<file path="config.mk">
export PLATFORM = sky130hd
export DESIGN_NAME = io_rx_fifo_regs
export DESIGN_NICKNAME = d
export VERILOG_FILES = /design/src/rtl/io_rx_fifo_regs.sv
export SDC_FILE = /design/constraint.sdc
export NUM_CORES = 1
export LEC_CHECK = 0
export ABC_CLOCK_PERIOD_IN_PS = 2000
export CAP_MARGIN = 20
export CORE_ASPECT_RATIO = 0.6
export CORE_MARGIN = 10
export CORE_UTILIZATION = 52
export DETAILED_ROUTE_END_ITERATION = 6
export GPL_ROUTABILITY_DRIVEN = 0
export PLACE_DENSITY = 0.88
export SYNTH_ARGS = -nofsm -noshare
export SYNTH_HDL_FRONTEND = slang
export SYNTH_SLANG_ARGS = --single-unit
</file>
<file path="constraint.sdc">
create_clock -name clk -period 2 [get_ports clk]
set_input_delay 0.3 -clock clk [delete_from_list [all_inputs] [get_ports clk]]
set_output_delay 0.3 -clock clk [all_outputs]
set_load 0.02 [all_outputs]
</file>
<file path="src/rtl/io_rx_fifo_regs.sv">
`default_nettype none
// ============================================================================
//  Module      : io_rx_fifo_regs
//  Description : Receive FIFO between a UART receiver and a two-register
//                I/O window. Received bytes are queued in a 2**A-entry
//                circular buffer. Register 0 shows the head byte and
//                register 1 shows the status. A sticky overflow flag records
//                any byte that was dropped because the FIFO was full.
//  Ports       :
//     clk          in   system clock, rising edge
//     reset        in   asynchronous active-high reset
//     rx_done_tick in   1-cycle strobe, rx_data valid
//     rx_data      in   [W-1:0] received byte
//     rd_ack       in   1-cycle strobe, pop head entry
//     clr_ovr      in   1-cycle strobe, clear overflow flag
//     regs_out     out  [2W-1:0] {status, head data}
//     rx_avail     out  FIFO non-empty
//  Status map  : bit0 empty, bit1 full, bit2 ovr, bits[3+A:3] count
//  Revision    : 1.0  initial release
// ============================================================================
module io_rx_fifo_regs #(
   parameter int W = 8,
   parameter int A = 2
) (
   input  logic           clk,
   input  logic           reset,
   input  logic           rx_done_tick,
   input  logic [W-1:0]   rx_data,
   input  logic           rd_ack,
   input  logic           clr_ovr,
   output logic [2*W-1:0] regs_out,
   output logic           rx_avail
);

   localparam int         DEPTH    = 2**A;
   localparam logic [A:0] FULL_CNT = (A+1)'(DEPTH);

   // Storage has no reset: after reset the pointers and count alone make
   // every old entry unreachable.
   logic [W-1:0] mem_q [DEPTH];

   logic [A-1:0] wr_ptr_q, wr_ptr_d;
   logic [A-1:0] rd_ptr_q, rd_ptr_d;
   logic [A:0]   count_q,  count_d;
   logic         ovr_q,    ovr_d;

   logic         empty;
   logic         full;
   logic         pop_ok;
   logic         push_ok;
   logic         drop;
   logic [W-1:0] status;
   logic [W-1:0] head;

   assign empty   = (count_q == '0);
   assign full    = (count_q == FULL_CNT);

   // A pop frees a slot in the same cycle, so a full FIFO still accepts a
   // byte when it is popped at the same time. A pop on an empty FIFO is
   // ignored, which also leaves a same-cycle push as a plain push.
   assign pop_ok  = rd_ack && !empty;
   assign push_ok = rx_done_tick && (!full || pop_ok);
   assign drop    = rx_done_tick && full && !pop_ok;

   always_comb begin
      wr_ptr_d = wr_ptr_q;
      rd_ptr_d = rd_ptr_q;
      count_d  = count_q;
      ovr_d    = ovr_q;

      if (push_ok) begin
         wr_ptr_d = wr_ptr_q + 1'b1;
      end
      if (pop_ok) begin
         rd_ptr_d = rd_ptr_q + 1'b1;
      end

      case ({push_ok, pop_ok})
         2'b10:   count_d = count_q + 1'b1;
         2'b01:   count_d = count_q - 1'b1;
         default: count_d = count_q;
      endcase

      // A new overflow takes priority over a same-cycle clear so that no
      // dropped byte can go unreported.
      if (drop) begin
         ovr_d = 1'b1;
      end else if (clr_ovr) begin
         ovr_d = 1'b0;
      end
   end

   always_ff @(posedge clk or posedge reset) begin
      if (reset) begin
         wr_ptr_q <= '0;
         rd_ptr_q <= '0;
         count_q  <= '0;
         ovr_q    <= 1'b0;
      end else begin
         wr_ptr_q <= wr_ptr_d;
         rd_ptr_q <= rd_ptr_d;
         count_q  <= count_d;
         ovr_q    <= ovr_d;
      end
   end

   always_ff @(posedge clk) begin
      if (push_ok) begin
         mem_q[wr_ptr_q] <= rx_data;
      end
   end

   // Outputs decode registered state only; no input reaches them
   // combinationally.
   always_comb begin
      status          = '0;
      status[0]       = empty;
      status[1]       = full;
      status[2]       = ovr_q;
      status[3+A:3]   = count_q;
   end

   assign head     = empty ? '0 : mem_q[rd_ptr_q];
   assign regs_out = {status, head};
   assign rx_avail = !empty;

endmodule
`default_nettype wire

</file>
Word-level counts from Yosys, hierarchy flattened:

Memory sizes are Yosys's and may differ from the RTL's.
Cells that the tools add are included.

* bits in registers: 8
* latch bits: 0
* bits in writable memories: 32
* bits in read-only memories: 0
* input port bits: 13
* output and inout bits: 17
* word-level logic and storage cells: 29
* memories: 1

Memory list
* mem_q: words 4, bits a word 8, read ports 1, clocked after memory_dff 0, write ports 1, line 40 `logic [W-1:0] mem_q [DEPTH];`

* add/subtract/negate cells: 4
* multiply operators: 0
* div/mod/pow operators: 0
* magnitude comparators: 0
* equality and inequality tests: 3
* shifts and indexed selects: 0
* multiplexer cells: 6
* bitwise gates (word level): 0
* reduce and logical (&&, ||, !) cells: 11

Operator list (count)
* $mux W8: 1
* $pmux W3 S2: 1
* $add A2 B1 Y2 const B: 2
* $logic_and A1 B1 Y1: 4
* $mux W1: 4
* $reduce_bool A2 Y1: 2
* $add A3 B1 Y3 const B: 1
* $eq A3 B3 Y1 const B: 1
* $logic_not A1 Y1: 3
* $logic_not A3 Y1: 1
* $sub A3 B1 Y3 const B: 1
* $eq A2 B1 Y1 const B: 1
* $eq A2 B2 Y1 const B: 1
* $logic_or A1 B1 Y1: 1

Longest topological paths before layout:

* word-level depth: 7
* gate-level depth with buffers: 7
* mapped depth without buffers: 7

Worst setup path after synthesis:

OpenSTA, ideal clock, no wires.

* path type: register to register
* start point: reg count_q[0]
* end point: reg count_q[2]
* setup time: 0.132 ns
* arrival time: 1.799 ns
* required time: 1.868 ns
* path slack: 0.069 ns
* cell stages (with the launch flop): 8
* buffers on the path: 0
* period minus slack after synthesis: 1.931 ns
* cell sequence: dfrtp_1 or3_1 nand2_1 or2_1 fa_1 nand2b_1 o221ai_1 nand3_1

* cells in the longest elaborated chain, start to end: 7
* elaborated cells on any way between the ends: 13
* those cells by class: add/sub (2); eq/ne (3); mux (1); reduce/logical (7)

RTL lines
* start, declared: line 44 `logic [A:0] count_q, count_d;`
* start signal, assigned: line 102 `count_q <= count_d;`
* $logic_not A3 Y1: line 55 `assign empty = (count_q == '0);`
* $logic_not A1 Y1: line 61 `assign pop_ok = rd_ack && !empty;`
* $logic_and A1 B1 Y1: line 61
* $logic_or A1 B1 Y1: line 62 `assign push_ok = rx_done_tick && (!full || pop_ok);`
* $logic_and A1 B1 Y1: line 62
* $eq A2 B1 Y1 / $eq A2 B2 Y1 (equally long branches): line 78 `case ({push_ok, pop_ok})`
* $pmux W3 S2 / $reduce_bool A2 Y1 (equally long branches)

Several ways; a longest one is shown, not always the timed one.
A chain may end at the register's enable or synchronous reset.

Worst setup path after layout:

* start point: reg rd_ptr_q[0]
* end point: out regs_out[0]

* cells in the longest elaborated chain, start to end: 2

RTL lines
* start, declared: line 43 `logic [A-1:0] rd_ptr_q, rd_ptr_d;`
* start signal, assigned: line 101 `rd_ptr_q <= rd_ptr_d;`
* $mem_v2 Z4 W8
* $mux W8: line 123 `assign head = empty ? '0 : mem_q[rd_ptr_q];`
* end, declared: line 31 `output logic [2*W-1:0] regs_out,`

Every way passes these cells.

==> qor.yml <==
skew_ns: 0.00351
whs_ns: 0.265
area_growth_pct: 27.4
status: "completed"
p_clk_share_pct: 14.7
fin_crit_ns: 1.95
drt-vias-per-instance: 5.18
globalRoute.busiestLayer: "met2"
antenna_left: 0
cts_sinks: 40
startpoint: "rd_ptr_q[0]"
path_clk_slew_ns: 0.07
grt.overflow.total: 0
die_y_um: 65.7
worstSetupEndpointType: "output port"
grt_max_degree: 13
cts_tree: "done"
numPortBuffers: 27
drc_errors: 0
tns_ns: 0
hold_violations: 0
grt_pass1_wl_um: 5740
wl_per_cell_um: 18.3
drv_cap: 0
syn_inst: 116
first_pass_iters: 4
worstRegToRegCells: 7
p_comb_share_pct: 49.3
final_layout_size_suffix_gt1_share_pct: 30.2
setup_viol: 0
synth.distinct_cells: 34
p_total_uw: 3460
layout.nets: 179
p_seq_share_pct: 36.1
hold_class: "in -> async"
start_util_pct: 54.8
clockBufferDepth: 2
cp_data_required_time_ns: 1.70
rr_endpoint: "count_q[2]"
max_freq_mhz: 513
synth.avg_cell_area_um2: 15.6
use_met3_pct: 2.61
swShare_pct: 36.1
final_area_um2: 2310
critPathArrivalTime_ns: 1.65
n_antenna_cell: 0
timing.rr.start: "count_q[1]"
dieWidth_um: 96.2
dpl.hpwl_um: 2740
slew_viol_final: 0
crit_type: "reg -> out"
p_int_uw: 2210
numCtsBuffers: 5
ir_drop_mv: 0.847
track_usage_pct: 12.1
grt_use_met1_pct: 13.8
vias: 1072
endpoint: "regs_out[0]"
cellLeakagePower_uw: 0.000904
placementRows: 16
syn_area_um2: 1810
ys_ff_latch: 40
routed_wl_um: 3780
grt_antenna_before_repair: 0
synth_warnings: 0
most-common-layout-cells: "edfxtp_1 (32), clkdlybuf4s50_1 (16), buf_4 (16)"
core_um2: 3300
ios: 30
die-area_um2: 6320
cts_root_buf: "clkbuf_8"
cp_max_fo: 5
p_sw_uw: 1250
ctsHtreeMaxLevel: 2
final_common_cell: "edfxtp_1"
clk_latency_ns: 0.29
fin_crit_sh_pct: 97.5
met2_usage_pct: 21.6
powerDensity_nw_per_um2: 1500
ys_seq_area_share_pct: 64.1
start_kind: "flop"
first_global_vias: 1095
rrSetupSlack_ns: 0.09
dpl_cell_area_um2: 2210
drt_iter0_markers: 77
[power groups by stage]
stage          Sequential (uW)  Combinational, uW  Clock [uW]
2_1_floorplan             1270                985           0
3_3_place_gp              1230               1680           0
3_5_place_dp              1260               1740           0
4_1_cts                   1240               1700         519
5_1_grt                   1270               1820         559
6_report                  1250               1710         508
[registers in the layout (all words and copies together) (netlist names)]
signal / count
rd_ptr_q: 2
mem_q: 32
count_q: 3
ovr_q: 1
wr_ptr_q: 2
[cell type report]
| class | count | area, um^2 |
|---|---|---|
| sequential | 40 | 1160 |
| fill | 222 | 995 |
| multi-input combinational | 59 | 568 |
| timing repair buffer | 47 | 409 |
| clock buffer | 6 | 72.6 |
| tap | 45 | 56.3 |
| inverter | 8 | 30.0 |
| clock inverter | 2 | 11.3 |
[Yosys cell counts, drive strengths merged]
master	number	area, um^2
edfxtp	32	961
and2	13	81.3
buf	9	60.1
dfrtp	8	200
inv	8	30.0
mux4	8	180
ha	4	50.1
nand2	4	15.0
nor2	4	17.5
xnor2	4	35.0
nand3	2	10.0
o21ai	2	10.0
a21boi	1	7.51
a21oi	1	5.00
and3	1	6.26
clkbuf	1	3.75
conb	1	3.75
fa	1	20.0
mux2	1	15.0
nand2b	1	6.26
nor2b	1	8.76
nor4b	1	23.8
o21bai	1	7.51
o221ai	1	8.76
o31ai	1	7.51
o41ai	1	8.76
or2	1	6.26
or3	1	6.26
or4	1	7.51
xor2	1	8.76
[per-layer routing]
layer	share of wire [%]	routed length, um
met4	1.1	43
met2	54	2030
met3	4.7	179
met1	40	1530
met5	0	0
[worst min path at each step]
stage / to / slack (ns) / cells after the start
finish: count_q[0] / 0.26 / 2
global route: count_q[0] / 0.29 / 2
CTS: count_q[2] / 0.27 / 2
detailed placement: ovr_q / 0.52 / 2
global placement: ovr_q / 0.52 / 2
floorplan: count_q[0] / 0.12 / 1
[cells by family after synthesis]
family / Yosys count / synth area share [%]
AO/OA/AOI/OAI: 8 / 3.04
XOR/XNOR: 5 / 2.42
adder cells (fa/ha/maj): 5 / 3.87
buffers and inverters: 18 / 5.18
flip-flops: 40 / 64.1
multiplexers: 9 / 10.8
other: 1 / 0.207
AND/OR/NAND/NOR: 30 / 10.4
[repair_timing]
item                                    CTS  global route
gates resized for setup                  28            11
hold buffers                              0             0
cloned                                    0             0
pin swaps                                 0             1
setup buffers                             0             4
endpoints found under the setup margin   13             9
[critical path, cell delays in order, from the launching register on]
cell and delay [ns]:
dfrtp_1 0.40, buf_6 0.16, mux4_2 0.49, and2_1 0.17
buf_2 0.15
[stage by stage]
stage	setup slack [ns]	std cells	utilization, %
after detailed placement	-0.114	195	66.9
after floorplan	0.0693	117	-
final	0.0508	207	69.9
after CTS	-0.0454	203	69.8
after global placement	0.0111	195	66.9
after global routing	-0.000977	207	69.9
Note: power is estimated with default switching activity, not from simulation.
